==> src/rtl/seq_pattern_tx.sv <==
// seq_pattern_tx: serial pattern transmitter.
// Latches a PAT_LEN-bit pattern on start and shifts it out MSB-first, one bit
// per clock. The pattern repeats max(repeat_count,1) times with GAP_LEN idle
// cycles between repetitions. All outputs are registered.
// Optional build macro SEQTX_PARITY_EN adds one even-parity bit after each
// repetition's LSB.
module seq_pattern_tx #(
    parameter int                 PAT_LEN     = 5,
    parameter logic [PAT_LEN-1:0] DEFAULT_PAT = 5'b11101,
    parameter int                 CNT_W       = 4,
    parameter int                 GAP_LEN     = 0,
    parameter logic               IDLE_BIT    = 1'b0
) (
    input  logic               clock,
    input  logic               reset,
    input  logic               start,
    input  logic               use_default,
    input  logic [PAT_LEN-1:0] pattern_in,
    input  logic [CNT_W-1:0]   repeat_count,
    output logic               dataout,
    output logic               valid,
    output logic               busy,
    output logic               done
);

    localparam int IDX_W = (PAT_LEN > 1) ? $clog2(PAT_LEN) : 1;
    localparam int GAP_W = (GAP_LEN > 0) ? $clog2(GAP_LEN + 1) : 1;
    localparam logic [IDX_W-1:0] IDX_LOAD = IDX_W'(PAT_LEN - 1);
    localparam logic [GAP_W-1:0] GAP_LOAD = GAP_W'((GAP_LEN > 0) ? (GAP_LEN - 1) : 0);
    localparam logic [CNT_W-1:0] ONE_REP  = CNT_W'(1);

    typedef enum logic [2:0] {
        ST_IDLE = 3'd0,
        ST_SEND = 3'd1,
        ST_GAP  = 3'd2,
`ifdef SEQTX_PARITY_EN
        ST_PAR  = 3'd3,
`endif
        ST_DONE = 3'd4
    } state_t;

`ifdef SEQTX_PARITY_EN
    // Even parity over the whole pattern: the XOR of all its bits.
    function automatic logic even_parity(input logic [PAT_LEN-1:0] v);
        even_parity = ^v;
    endfunction
`endif

    state_t             state_r, state_nx_s;
    logic [PAT_LEN-1:0] pat_r, pat_nx_s;
    logic [CNT_W-1:0]   reps_r, reps_nx_s;
    logic [IDX_W-1:0]   bit_idx_r, bit_idx_nx_s, idx_dec_s;
    logic [GAP_W-1:0]   gap_cnt_r, gap_cnt_nx_s;
    logic               dataout_r, dataout_nx_s;
    logic               valid_r, valid_nx_s;
    logic               busy_r, busy_nx_s;
    logic               done_r, done_nx_s;

    // Next values taken at the end of a repetition (after LSB or parity bit).
    state_t             rep_state_s;
    logic [CNT_W-1:0]   rep_reps_s;
    logic [IDX_W-1:0]   rep_idx_s;
    logic [GAP_W-1:0]   rep_gap_s;
    logic               rep_data_s;
    logic               rep_valid_s;
    logic               rep_done_s;

    assign idx_dec_s = bit_idx_r - IDX_W'(1);

    // Decide what follows a finished repetition: gap, back-to-back resend, or done.
    always_comb begin
        rep_state_s = ST_DONE;
        rep_reps_s  = reps_r;
        rep_idx_s   = bit_idx_r;
        rep_gap_s   = gap_cnt_r;
        rep_data_s  = IDLE_BIT;
        rep_valid_s = 1'b0;
        rep_done_s  = 1'b0;
        if (reps_r > ONE_REP) begin
            rep_reps_s = reps_r - ONE_REP;
            if (GAP_LEN > 0) begin
                rep_state_s = ST_GAP;
                rep_gap_s   = GAP_LOAD;
            end else begin
                // No gap: next repetition's MSB directly follows this LSB.
                rep_state_s = ST_SEND;
                rep_idx_s   = IDX_LOAD;
                rep_data_s  = pat_r[IDX_LOAD];
                rep_valid_s = 1'b1;
            end
        end else begin
            rep_state_s = ST_DONE;
            rep_done_s  = 1'b1;
        end
    end

    // Next-state and next-output logic; outputs are registered below.
    always_comb begin
        state_nx_s   = state_r;
        pat_nx_s     = pat_r;
        reps_nx_s    = reps_r;
        bit_idx_nx_s = bit_idx_r;
        gap_cnt_nx_s = gap_cnt_r;
        dataout_nx_s = IDLE_BIT;
        valid_nx_s   = 1'b0;
        busy_nx_s    = 1'b0;
        done_nx_s    = 1'b0;
        case (state_r)
            ST_IDLE: begin
                if (start) begin
                    if (use_default) begin
                        pat_nx_s = DEFAULT_PAT;
                    end else begin
                        pat_nx_s = pattern_in;
                    end
                    if (repeat_count == {CNT_W{1'b0}}) begin
                        reps_nx_s = ONE_REP;
                    end else begin
                        reps_nx_s = repeat_count;
                    end
                    bit_idx_nx_s = IDX_LOAD;
                    state_nx_s   = ST_SEND;
                    dataout_nx_s = pat_nx_s[IDX_LOAD];
                    valid_nx_s   = 1'b1;
                    busy_nx_s    = 1'b1;
                end else begin
                    state_nx_s = ST_IDLE;
                end
            end
            ST_SEND: begin
                busy_nx_s = 1'b1;
                if (bit_idx_r != {IDX_W{1'b0}}) begin
                    bit_idx_nx_s = idx_dec_s;
                    dataout_nx_s = pat_r[idx_dec_s];
                    valid_nx_s   = 1'b1;
                end else begin
`ifdef SEQTX_PARITY_EN
                    state_nx_s   = ST_PAR;
                    dataout_nx_s = even_parity(pat_r);
                    valid_nx_s   = 1'b1;
`else
                    state_nx_s   = rep_state_s;
                    reps_nx_s    = rep_reps_s;
                    bit_idx_nx_s = rep_idx_s;
                    gap_cnt_nx_s = rep_gap_s;
                    dataout_nx_s = rep_data_s;
                    valid_nx_s   = rep_valid_s;
                    done_nx_s    = rep_done_s;
`endif
                end
            end
`ifdef SEQTX_PARITY_EN
            ST_PAR: begin
                busy_nx_s    = 1'b1;
                state_nx_s   = rep_state_s;
                reps_nx_s    = rep_reps_s;
                bit_idx_nx_s = rep_idx_s;
                gap_cnt_nx_s = rep_gap_s;
                dataout_nx_s = rep_data_s;
                valid_nx_s   = rep_valid_s;
                done_nx_s    = rep_done_s;
            end
`endif
            ST_GAP: begin
                busy_nx_s = 1'b1;
                if (gap_cnt_r == {GAP_W{1'b0}}) begin
                    state_nx_s   = ST_SEND;
                    bit_idx_nx_s = IDX_LOAD;
                    dataout_nx_s = pat_r[IDX_LOAD];
                    valid_nx_s   = 1'b1;
                end else begin
                    gap_cnt_nx_s = gap_cnt_r - GAP_W'(1);
                end
            end
            ST_DONE: begin
                state_nx_s = ST_IDLE;
            end
            default: begin
                state_nx_s = ST_IDLE;
            end
        endcase
    end

    // State, datapath and output registers with synchronous reset.
    always_ff @(posedge clock) begin
        if (reset) begin
            state_r   <= ST_IDLE;
            pat_r     <= {PAT_LEN{1'b0}};
            reps_r    <= {CNT_W{1'b0}};
            bit_idx_r <= {IDX_W{1'b0}};
            gap_cnt_r <= {GAP_W{1'b0}};
            dataout_r <= IDLE_BIT;
            valid_r   <= 1'b0;
            busy_r    <= 1'b0;
            done_r    <= 1'b0;
        end else begin
            state_r   <= state_nx_s;
            pat_r     <= pat_nx_s;
            reps_r    <= reps_nx_s;
            bit_idx_r <= bit_idx_nx_s;
            gap_cnt_r <= gap_cnt_nx_s;
            dataout_r <= dataout_nx_s;
            valid_r   <= valid_nx_s;
            busy_r    <= busy_nx_s;
            done_r    <= done_nx_s;
        end
    end

    assign dataout = dataout_r;
    assign valid   = valid_r;
    assign busy    = busy_r;
    assign done    = done_r;

endmodule

==> config.mk <==
export PLATFORM = sky130hd
export DESIGN_NAME = seq_pattern_tx
export DESIGN_NICKNAME = d
export VERILOG_FILES = /design/src/rtl/seq_pattern_tx.sv
export SDC_FILE = /design/constraint.sdc
export NUM_CORES = 1
export LEC_CHECK = 0
export ABC_AREA = 1
export CORE_MARGIN = 2
export CORE_UTILIZATION = 32
export CTS_BUF_LIST = sky130_fd_sc_hd__clkbuf_8
export DETAILED_ROUTE_END_ITERATION = 12
export PLACE_DENSITY = 0.54
export SYNTH_ARGS = -nofsm -noshare
export SYNTH_HDL_FRONTEND = slang
export SYNTH_SLANG_ARGS = --single-unit
==> constraint.sdc <==
create_clock -name clock -period 1.7 [get_ports clock]
set_input_delay 0.34 -clock clock [delete_from_list [all_inputs] [get_ports clock]]
set_output_delay 0.34 -clock clock [all_outputs]
set_load 0.005 [all_outputs]
==> After elaboration in Yosys (flattened, before gate mapping) <==
Cells that the tools add are included.
{ "classes": {"n_eq_ne": 7, "n_reduce_logical": 11, "n_addsub": 3, "n_mux": 31, "bitwise": 1, "order_cmp": 2} }
{ "op_table": {"columns": ["op", "n"], "rows": [
  ["3-bit 2-to-1 mux", 7],
  ["3-bit case mux with 3 select lines", 2],
  ["4-bit 2-to-1 mux", 4],
  ["1-bit 2-to-1 mux", 12],
  ["2-bit != test (second input constant)", 4],
  ["4-bit case mux with 2 select lines", 1],
  ["4-bit AND reduction", 2],
  ["1-bit case mux with 3 select lines", 2],
  ["3-bit nonzero test", 2],
  ["5-bit 2-to-1 mux", 1],
  ["4-bit by 1-bit greater-than comparator with 1-bit output (second input constant)", 1],
  ["4-bit logical NOT", 1],
  ["3-bit by 4-bit less-than comparator with 1-bit output (second input constant)", 1],
  ["2-bit AND reduction", 2],
  ["4-bit by 1-bit subtractor with 4-bit output (second input constant)", 1],
  ["1-bit binary-select mux with 3-bit select", 1],
  ["3-bit by 1-bit equality test with 1-bit output (second input constant)", 1],
  ["3-bit by 2-bit equality test with 1-bit output (second input constant)", 1],
  ["3-bit logical NOT", 1],
  ["3-bit != test (second input constant)", 1],
  ["3-bit OR reduction", 1],
  ["3-bit by 1-bit subtractor with 3-bit output (second input constant)", 1],
  ["1-bit case mux with 2 select lines", 1],
  ["2-bit nonzero test", 1],
  ["other kinds (3)", 3]
]} }
{ "word_totals": {"register_bits": 20, "out_inout_bits": 4, "wordCells": 64} }

==> Depth between registers and ports, before layout <==
{ "depth": {"depth_word": 5, "ltp_mapped": 11} }

==> Worst setup path before layout <==
No wires, ideal clock.
{ "synth_timing": {"path_type": "register -> register", "start": "reg bit_idx_r[0]", "end": "reg bit_idx_r[2]", "period_less_slack_ns": 1.342, "arrival_time_ns": 1.229, "path_slack_ns": 0.358, "path_stages_with_launch": 11, "required_ns": 1.587, "path_cell_list": "dfxtp_1 inv_1 ha_1 inv_1 nor2_4 nand2_1 nand2_2 nand2_4 nand2_1 o21ai_1 inv_1"} }
{ "synth_via": {"elab_chain_len": 3} }
{ "synth_rtl": {"columns": ["item", "line", "source"], "rows": [
  ["from (decl)", "52", "logic [IDX_W-1:0] bit_idx_r, bit_idx_nx_s, idx_dec_s;"],
  ["from (signal assigned)", "190", "bit_idx_r <= {IDX_W{1'b0}};"],
  ["from (signal assigned)", "200", "bit_idx_r <= bit_idx_nx_s;"],
  ["3-bit by 1-bit subtractor with 3-bit output / 3-bit nonzero test (equally long branches)", "68, 132", null],
  ["3-bit 2-to-1 mux / 3-bit != test (equally long branches)", null, null],
  ["3-bit case mux with 3 select lines / 4-bit AND reduction (equally long branches)", null, null]
]} }
Parallel ways exist; a longest one is shown, timed or not.
A chain may end at the register's enable or synchronous reset.

==> Worst setup path after layout <==
Ends and elaborated chain as after synthesis.

==> metrics <==
hold_ws 0.4692 ns; design area 1200 µm²; CP Launch Type flop; WL met3 93 µm; total CTS buffers 3; worst-path fanout max 9; min cycle time layout 1.494 ns; critical path endpoint category flop; total grt overflow 0; IO Port Bufs 16; drt first-iter violations 23; Synthesized Nets 152; DR vias/cell 4.844; fin. max-slew vios 0; H-Tree Depth 1; post-synthesis sequential area ratio 38.20%; period utilisation layout 87.91%; Yosys warnings 0; critical path type flop to flop; worst slew pin tran 0.2409 ns; Initial Util 33.92%; clock skew 0.003701 ns; first-pass GRT wire length 3.601 mm; Achievable Freq 669.2 MHz; post-CTS setup buffer count 0; clk buf depth 2; HPWL after detailed placement 1.622 mm; status completed; hold endpoint pat_r[1]; die height 58.30 µm; setup_tns 0 ns; antenna violations before repair 0; vias in the first global route 893; DR pass1 iterations 4; met2 routed WL 905 µm; placed cell areas 1145 µm²; Routed WL 2.079 mm; Final ANT Viol Nets 0; uppermost routed layer met4; Skew-Pair Late Insertion Delay 0.26 ns; chip width 58.30 µm; VDD IR max 0.8383 mV; Hold Startpoint pat_r[1]; Vias 901; Fill cells 304; DRC 0; root buf cell clkbuf_8; WP data required 1.86 ns; clock sink count 18; CTS tree done; global-route total usage across every layer 13.80%; Arrival @ worst endpoint 1.65 ns; Hold Crit Class flop to flop; post_cts resized 0; reg-to-reg slack, setup 0.21 ns; dpl ws 0.1984 ns; Post-synth EDFFs 0; R2R depth 10; # hold bufs at CTS 0; pwr dens 1758 nW/µm²; Leak 0.5361 nW; Nets 173; ys async rst share 0%; CTS clock-pin slew for the worst setup and hold paths 0.07 ns; Max Cap Viol 0; commonest non-fill, non-tap cell in the layout nand2_1; Post-Syn Area 943.4 µm²; syn avg cell area 6.988 µm²; # diodes 0; Syn Inst Count 135; Final Hold Fails 0; worst setup margin 0.2056 ns; Reg-to-Reg Start bit_idx_r[0]; die area 3398 µm²; average wire per standard cell 11.18 µm; Slew HR 83.92%; share of cells above drive strength 1 11.61%; RSZ-0062 raised after global routing no; core area 2781 µm²; ys flop type dfxtp_1; met1 wire length 1.001 mm; number of synthesized register bits 18; largest net degree at the start of global routing 11; Final Setup Violations 0; Area growth, synth to finish 27.19%; Hold Path Depth 2; Worst R2R End bit_idx_r[2]; Cell Rows 19; most frequent cells in the layout 32 x nand2_1, 18 x inv_1, 18 x dfxtp_1; IO Pins 17; routability-driven placement congestion ratio 0.8213; Cell variety after synth 21
## worst max-delay path by stage
stage	start	endpoint	cells past startpoint
2_1_floorplan	bit_idx_r[0]	bit_idx_r[2]	10
4_1_cts	bit_idx_r[0]	bit_idx_r[2]	10
6_report	bit_idx_r[0]	bit_idx_r[2]	10
3_5_place_dp	start	reps_r[0]	8
3_3_place_gp	start	reps_r[0]	8
5_1_grt	bit_idx_r[0]	bit_idx_r[2]	10
## critical path, cell delays in order (launching register included)
cell and delay, ns:
dfxtp_1 0.42, inv_1 0.12, ha_1 0.21, inv_1 0.09, nor2_4 0.05, nand2_1 0.08
nand2_2 0.08, nand2_4 0.11, nand2_1 0.08, o21ai_1 0.11, inv_1 0.04
## metal layers
| layer | track usage [%] | vias up |
|---|---|---|
| met4 | 11.30 | 0 |
| met5 | 0 | - |
| met1 | 17.08 | 395 |
| met3 | 1.538 | 8 |
| li1 | - | 470 |
| met2 | 21.51 | 28 |
## cells by family after synthesis
kind of cell               Yosys count  synth area share, %
AOI/OAI and AO/OA                   22                12.20
DFF                                 18                38.20
adders and majority gates            4                5.305
and+or+nand+nor                     70                35.81
buffers and inverters               21                8.487
## area by class of cell
class	count	area [µm²]	area share (%)
Inverter	20	75.07	6.257
Sequential cell	18	360.3	30.03
Multi-Input combinational cell	96	503.0	41.92
Tap cell	31	38.79	3.233
Timing Repair Buffer	17	167.7	13.97
Clock buffer	4	55.05	4.588
## registers in the layout, summed over array words and instances (netlist names)
name / cells
reps_r: 4
state_r: 2
dataout: 1
valid: 1
busy: 1
bit_idx_r: 3
done: 1
pat_r: 5
## synth_stat cells (2+ instances only)
master | number | area share, %
nand3_1 | 9 | 4.8
o21ai_0 | 5 | 2.7
inv_2 | 2 | 0.80
nand2_4 | 2 | 2.4
nor4_1 | 2 | 1.3
dfxtp_1 | 18 | 38
nand2_2 | 3 | 2.0
inv_1 | 18 | 7.2
nor3_1 | 4 | 2.1
o21ai_1 | 3 | 1.6
nor2_4 | 3 | 3.6
a21oi_1 | 12 | 6.4
nand2_1 | 32 | 13
ha_1 | 4 | 5.3
nor2_1 | 12 | 4.8
## where the power goes
| part | total [mW] | switching (mW) | internal (mW) |
|---|---|---|---|
| combinational | 1.07 | 0.656 | 0.410 |
| sequential | 0.686 | 0.117 | 0.569 |
| clock | 0.358 | 0.152 | 0.206 |
| total | 2.11 | 0.924 | 1.18 |
## metrics by stage
step / instances / util (%) / power (mW)
2_1_floorplan: 135 / - / 1.463
3_3_place_gp: 182 / 41.16 / 1.743
3_5_place_dp: 182 / 41.16 / 1.754
4_1_cts: 186 / 43.14 / 2.123
5_1_grt: 186 / 43.14 / 2.313
6_report: 186 / 43.14 / 2.109
Power figures use the tool's default switching activity.
